`src/rtl/wb_stage.sv`:
```
`timescale 1ns/1ps
// Writeback stage of the pipelined RV32I core: selects ALU, load or PC+4 data,
// waits for the data-memory response on loads and drives the register-file write port.
module wb_stage #(
  parameter int unsigned LOAD_TIMEOUT = 255
) (
  input  logic        Clock,
  input  logic        Reset,
  input  logic        mem_valid,
  input  logic        mem_regwrite,
  input  logic [4:0]  mem_rd,
  input  logic [1:0]  mem_wbsel,
  input  logic [31:0] mem_alu_result,
  input  logic [31:0] mem_pc4,
  input  logic [2:0]  mem_funct3,
  input  logic        flush,
  input  logic        dmem_rvalid,
  input  logic [31:0] dmem_rdata,
  output logic        wb_stall,
  output logic        Wreg,
  output logic [4:0]  rd,
  output logic [31:0] Wdata,
  output logic        load_err
);

  typedef enum logic [0:0] {
    IDLE      = 1'b0,
    WAIT_LOAD = 1'b1
  } state_t;

  typedef enum logic [1:0] {
    WB_ALU  = 2'd0,
    WB_LOAD = 2'd1,
    WB_PC4  = 2'd2,
    WB_RSVD = 2'd3
  } wbsel_t;

  // Everything needed to finish a load once the memory answers.
  typedef struct packed {
    logic [4:0] rd;
    logic       regwrite;
    logic [2:0] funct3;
    logic [1:0] offset;
  } load_ctx_t;

  localparam int unsigned     CNT_W    = 16;
  localparam logic [CNT_W-1:0] CNT_LAST = CNT_W'(LOAD_TIMEOUT - 1);

  state_t           state, state_next;
  load_ctx_t        ctx, ctx_next;
  logic [CNT_W-1:0] cnt, cnt_next;
  logic             wreg_next;
  logic [4:0]       rd_next;
  logic [31:0]      wdata_next;
  logic             err_next;
  logic             accept;
  wbsel_t           wbsel;

  function automatic logic [31:0] load_extract(
    input logic [31:0] rdata,
    input logic [2:0]  funct3,
    input logic [1:0]  offset
  );
    logic [7:0]  byte_sel;
    logic [15:0] half_sel;
    logic [31:0] res;
    case (offset)
      2'd0:    byte_sel = rdata[7:0];
      2'd1:    byte_sel = rdata[15:8];
      2'd2:    byte_sel = rdata[23:16];
      default: byte_sel = rdata[31:24];
    endcase
    // Halfword loads ignore offset[0]; only the word half is selectable.
    half_sel = offset[1] ? rdata[31:16] : rdata[15:0];
    case (funct3)
      3'd0:    res = {{24{byte_sel[7]}}, byte_sel};
      3'd4:    res = {24'b0, byte_sel};
      3'd1:    res = {{16{half_sel[15]}}, half_sel};
      3'd5:    res = {16'b0, half_sel};
      default: res = rdata;
    endcase
    return res;
  endfunction

  assign wbsel    = wbsel_t'(mem_wbsel);
  assign accept   = (state == IDLE) && mem_valid && !flush;
  assign wb_stall = (state == WAIT_LOAD);

  // NOTE: every variable is given a default before the case so no path leaves
  // one unassigned; otherwise synthesis infers a latch.
  always_comb begin
    state_next = state;
    ctx_next   = ctx;
    cnt_next   = cnt;
    wreg_next  = 1'b0;
    rd_next    = rd;
    wdata_next = Wdata;
    err_next   = 1'b0;

    case (state)
      IDLE: begin
        if (accept) begin
          if (wbsel == WB_LOAD) begin
            ctx_next.rd       = mem_rd;
            ctx_next.regwrite = mem_regwrite;
            ctx_next.funct3   = mem_funct3;
            ctx_next.offset   = mem_alu_result[1:0];
            cnt_next          = '0;
            state_next        = WAIT_LOAD;
          end else begin
            wreg_next  = mem_regwrite && (mem_rd != 5'd0);
            rd_next    = mem_rd;
            wdata_next = (wbsel == WB_PC4) ? mem_pc4 : mem_alu_result;
          end
        end
      end

      WAIT_LOAD: begin
        // The load is committed: flush and mem_valid have no effect here, and a
        // response in the final timeout cycle still completes the load.
        if (dmem_rvalid) begin
          wreg_next  = ctx.regwrite && (ctx.rd != 5'd0);
          rd_next    = ctx.rd;
          wdata_next = load_extract(dmem_rdata, ctx.funct3, ctx.offset);
          state_next = IDLE;
        end else if (cnt == CNT_LAST) begin
          err_next   = 1'b1;
          state_next = IDLE;
        end else begin
          cnt_next = cnt + 1'b1;
        end
      end

      default: state_next = IDLE;
    endcase
  end

  // NOTE: sequential state uses non-blocking assignments so all registers
  // update together from values sampled before the edge.
  always_ff @(posedge Clock or posedge Reset) begin
    if (Reset) begin
      state <= IDLE;
    end else begin
      state <= state_next;
    end
  end

  always_ff @(posedge Clock or posedge Reset) begin
    if (Reset) begin
      ctx      <= '0;
      cnt      <= '0;
      Wreg     <= 1'b0;
      rd       <= 5'd0;
      Wdata    <= 32'd0;
      load_err <= 1'b0;
    end else begin
      ctx      <= ctx_next;
      cnt      <= cnt_next;
      Wreg     <= wreg_next;
      rd       <= rd_next;
      Wdata    <= wdata_next;
      load_err <= err_next;
    end
  end

endmodule

```
`config.mk`:
```
export PLATFORM = sky130hd
export DESIGN_NAME = wb_stage
export DESIGN_NICKNAME = d
export VERILOG_FILES = /design/src/rtl/wb_stage.sv
export SDC_FILE = /design/constraint.sdc
export NUM_CORES = 1
export LEC_CHECK = 0
export BUFFER_PORTS_ARGS = -buffer_cell sky130_fd_sc_hd__clkbuf_2
export CAP_MARGIN = 15
export CORE_MARGIN = 4
export CORE_UTILIZATION = 35
export DETAILED_ROUTE_END_ITERATION = 8
export PLACE_DENSITY = 0.6
export SYNTH_ARGS = -nofsm -noshare
export SYNTH_HDL_FRONTEND = slang
export SYNTH_SLANG_ARGS = --single-unit
```
`constraint.sdc`:
```
create_clock -name Clock -period 5.1 [get_ports Clock]
set_input_delay 1.53 -clock Clock [delete_from_list [all_inputs] [get_ports Clock]]
set_output_delay 1.53 -clock Clock [all_outputs]
set_load 0.05 [all_outputs]
```
# Word level (Yosys, flattened, before mapping)
# Cells that the tools add are included.
classes:
  add_sub_neg: 1
  n_eq_ne: 14
  n_mux: 29
  bitwise: 1
  n_reduce_logical: 12
op_table:
  columns: ["operator", "n"]
  rows:
  - ["2-to-1 mux 32 bit", 4]
  - ["one-hot mux 32 bit (4 select lines)", 1]
  - ["2-to-1 mux 16 bit", 5]
  - ["one-hot mux 32 bit (2 select lines)", 1]
  - ["one-hot mux 16 bit (2 select lines)", 1]
  - ["one-hot mux 8 bit (3 select lines)", 1]
  - ["adder 16 x 1 -> 16 bit, second input constant", 1]
  - ["== test 16 x 8 -> 1 bit, second input constant", 1]
  - ["2-to-1 mux 5 bit", 3]
  - ["2-to-1 mux 1 bit", 10]
  - ["inequality test 2 bit, second input constant", 5]
  - ["one-hot mux 5 bit (2 select lines)", 1]
  - ["nonzero test 5 bit", 2]
  - ["== test 3 bit, second input constant", 2]
  - ["AND reduction 3 bit", 2]
  - ["== test 2 x 1 -> 1 bit, second input constant", 2]
  - ["== test 2 bit, second input constant", 2]
  - ["logical AND 1 bit", 4]
  - ["one-hot mux 1 bit (2 select lines)", 2]
  - ["AND reduction 4 bit", 1]
  - ["== test 3 x 1 -> 1 bit, second input constant", 1]
  - ["logical NOT 3 bit", 1]
  - ["logical NOT 2 bit", 1]
  - ["inequality test 2 x 1 -> 1 bit, second input constant", 1]
  - ["2 further kinds", 2]
totals:
  reg_bits: 67
  inputBits: 112
  out_inout_bits: 40
  wordCells: 67

# Longest topological paths before layout
depth:
  ltp_word: 5
  ltp_mapped: 8
  mapped_depth_nobuf: 7

# Worst setup path before layout
# Ideal clock, no wire load.
synth_path:
  kind: "input to register"
  startpoint: "in flush"
  endpoint: "reg Wdata[15]"
  setup_time_ps: 126
  arrival_ps: 2811
  required_time_ps: 4974
  slack_ps: 2163
  cell_stages: 6
  path_buffers: 2
  path_cell_list: "or3b_4 -> nor2b_2 -> a21oi_1 -> buf_2 -> buf_2 -> a221o_1"
synth_between:
  elab_chain_len: 4
synth_rtl:
  columns: ["item", "line_no", "source"]
  rows:
  - ["start, declared", "16", "input logic flush,"]
  - ["logical NOT 1 bit", "86", "assign accept = (state == IDLE) && mem_valid && !flush;"]
  - ["logical AND 1 bit", "86", null]
  - ["inequality test 2 bit (no line)", null, null]
  - ["AND reduction 3 bit (no line)", null, null]
  - ["end signal, assigned", "161", "Wdata <= wdata_next;"]
  - ["end, declared", "22", "output logic [31:0] Wdata,"]
# Every way passes these cells.
# A chain may end at the register's enable or synchronous reset.

# Worst setup path after layout
layout_path:
  startpoint: "reg state (netlist: wb_stall)"
  endpoint: "out wb_stall"
layout_rtl:
  columns: ["item", "line_no", "source"]
  rows:
  - ["start, declared", "49", "state_t state, state_next;"]
  - ["start signal, assigned", "144", "state <= state_next;"]
  - ["end, declared", "19", "output logic wb_stall,"]
# No word-level cell between the ends.

==> results.txt <==
Top cell type by total area after synthesis -> dfrtp_1
Postcts setup bufs -> 0
Inst Count DP -> 692
1st-pass router iterations -> 5
Maximum vdd drop -> 0.000290 V
Critical path's top delay family -> flip-flops
Commonest non-fill, non-tap cells in the layout -> clkbuf_2, dfrtp_1, nor2_1
Syn nets -> 541
Least-Margin Pin Slew -> 1.01 ns
Setup WS pre-CTS -> 1.52 ns
Layout area overhead -> 30.9%
Max_cap viols -> 0
Reg clk slew, reported paths -> 0.06 ns
Core Region -> 11000 µm²
Final setup TNS -> 0 ns
CTS tree -> done
Hold Path Class -> flip-flop to flip-flop
Cells on worst reg2reg path -> 5
Die Y-Extent -> 115 µm
Post-Route WL -> 12.6 mm
Largest net degree at the start of global routing -> 54
Violation count after the first detailed-route iteration -> 251
Vias in the first global route -> 3718
Flop-to-flop setup slack -> 2.23 ns
Routability cong. -> 0.822
Crit path kind -> flip-flop to output port
Main synth FF type -> dfrtp_1
Hold Crit Depth -> 1
Min Tclk post-route -> 3.32 ns
Area contributors post-synth -> dfrtp_1, mux2i_1, a211oi_1
Startpoint types -> flip-flop
Worst-skew pair later-pin latency -> 0.33 ns
Fin cells -> 710
Initial core utilization -> 36.4%
Yosys warns -> 0
CTS Buffer Depth -> 2
Setup Viol. Count Final -> 0
CP peak stage delay -> 1.03 ns
Static Leak -> 2.45 nW
Worst EP arrival -> 1.79 ns
Post-cts gate resize count -> 0
Vias per Instance -> 5.36
Fin nets -> 679
Total die area -> 13200 µm²
Worst setup EP type -> output port
Fraction of the cycle the final worst path needs -> 65.1%
Num CTS Buffers -> 9
CP startpoint -> wb_stall$_DFF_PP0_
Final worst setup slack -> 1.78 ns
Register area -> 1680 µm²
Site Rows -> 38
Crit path buffers/inverters -> 1
Routed Antenna Nets -> 0
Top cell type's share of synthesized area -> 41.8%
All-Layer GR Usage -> 19.0%
Clk sink count -> 67
Avg Inst Size Synth -> 9.39 µm²
Share of layout cells above drive strength 1 -> 34.0%
First-pass GRT wire length -> 19.7 mm
Power Dens Cells -> 422 nW/µm²
Worst Setup EP -> wb_stall
Critical Path RT -> 3.57 ns
Critical R2R Launch -> wb_stall$_DFF_PP0_
Distinct cell type count after synthesis -> 52
Seq/Total Area, Yosys -> 41.8%
Io pins -> 152
Port Buf Inserts -> 151
DP Wirelength -> 9.58 mm
Worst Clk Skew -> 0.00609 ns
FMAX -> 301 MHz
EDFF count, synth -> 0
Worst Path Max Fanout -> 53
RSZ-0062 raised after global routing -> no
Relative slew slack -> 32.5%
GR Overflow Total -> 0
Cell at the slowest stage of the critical path -> dfrtp_2
Fin. max-slew vios -> 0
Hold Buf Count CTS -> 0
Reg-to-Reg End -> Wdata[4]$_DFFE_PP0P_
Outcome -> finished clean
Cells after Synth -> 427
Final hold violations -> 0
Cell Area, Synth -> 4010 µm²
Diode count -> 0
Routed wire per std cell -> 17.8 µm
Multi-input logic area -> 2150 µm²
Clk root buf -> clkbuf_16
Commonest non-fill, non-tap cell in the layout -> clkbuf_2
Die width -> 115 µm
Core Util, Final -> 47.6%
# fillers -> 1086
DRC Markers -> 0
Post-synth ARST share -> 100%
Flops & latches, synth -> 67
H-tree levels -> 3
Initial antenna violation count -> 0
Via count -> 3808
Worst path cell trace -> clkbuf_2
Critical Path Stages -> 1
cell usage after synthesis, types with 5 or more instances:
cell / count
nand2_1: 34
o21ai_1: 8
clkbuf_1: 15
nand2b_1: 11
a21oi_1: 10
buf_2: 11
o21ai_0: 16
a2111oi_0: 16
mux2_2: 8
mux2i_1: 27
inv_1: 15
nand3_1: 6
o22a_1: 5
a211oi_1: 22
nor2_1: 39
a211o_1: 7
nor3_1: 14
nor2b_1: 18
o211ai_1: 5
dfrtp_1: 67
xor2_1: 12
a221oi_1: 8
where the power goes:
group          switching (W)  leakage, nW  internal (W)
Sequential          0.000109        0.825      0.000640
Clock               0.000240        0.161      0.000491
Combinational       0.000504         1.47      0.000231
metrics by stage:
stage	power, W	hold WS [ns]	instance area, µm²
2_1_floorplan	0.00127	0.459	4010
3_3_place_gp	0.00147	0.472	4850
3_5_place_dp	0.00148	0.479	4850
4_1_cts	0.00222	0.493	5200
5_1_grt	0.00233	0.514	5250
6_report	0.00221	0.487	5250
layout make-up:
cell class                      count  share of cell area [%]
Multi-Input combinational cell    315                    41.0
Clock inverter                      6                    2.15
Sequential cell                    67                    32.0
Timing Repair Buffer              157                    15.9
Tap cell                          140                    3.34
Clock buffer                       10                    4.55
Inverter                           15                    1.07
state kept, by name, summed over array words and instances, names as in the netlist:
| register | count |
|---|---|
| Wreg | 1 |
| cnt | 16 |
| Wdata | 32 |
| ctx | 11 |
| rd | 5 |
| wb_stall | 1 |
| load_err | 1 |
per-layer routing:
layer / up-vias / share of wire, % / global-route usage (%) / wire, µm
met1: 1786 / 44 / 26.5 / 5600
met4: 0 / 1.4 / 5.63 / 177
li1: 1850 / - / - / -
met5: - / 0 / 0 / 0
met2: 160 / 46 / 29.9 / 5840
met3: 12 / 8.0 / 3.79 / 1010
cell families after synthesis:
logic type                 count (synthesis)  synth area share (%)
and+or+nand+nor                          147                  18.4
AOI/OAI and AO/OA                        114                  21.0
DFF                                       67                  41.8
buffers and inverters                     45                  4.93
muxes                                     39                  10.4
xor gates and xnor gates                  13                  2.84
adders and majority gates                  2                 0.624
worst min path at each step:
| stage | from | end | slack (ns) |
|---|---|---|---|
| 2_1_floorplan | ctx[5]$_DFFE_PP0P_ | ctx[5]$_DFFE_PP0P_ | 0.46 |
| 3_5_place_dp | Wdata[10]$_DFFE_PP0P_ | Wdata[10]$_DFFE_PP0P_ | 0.48 |
| 4_1_cts | Wdata[10]$_DFFE_PP0P_ | Wdata[10]$_DFFE_PP0P_ | 0.49 |
| 6_report | Wdata[10]$_DFFE_PP0P_ | Wdata[10]$_DFFE_PP0P_ | 0.49 |
| 3_3_place_gp | ctx[5]$_DFFE_PP0P_ | ctx[5]$_DFFE_PP0P_ | 0.47 |
| 5_1_grt | Wdata[10]$_DFFE_PP0P_ | Wdata[10]$_DFFE_PP0P_ | 0.51 |
No activity file was read; power rests on OpenSTA's default activity.
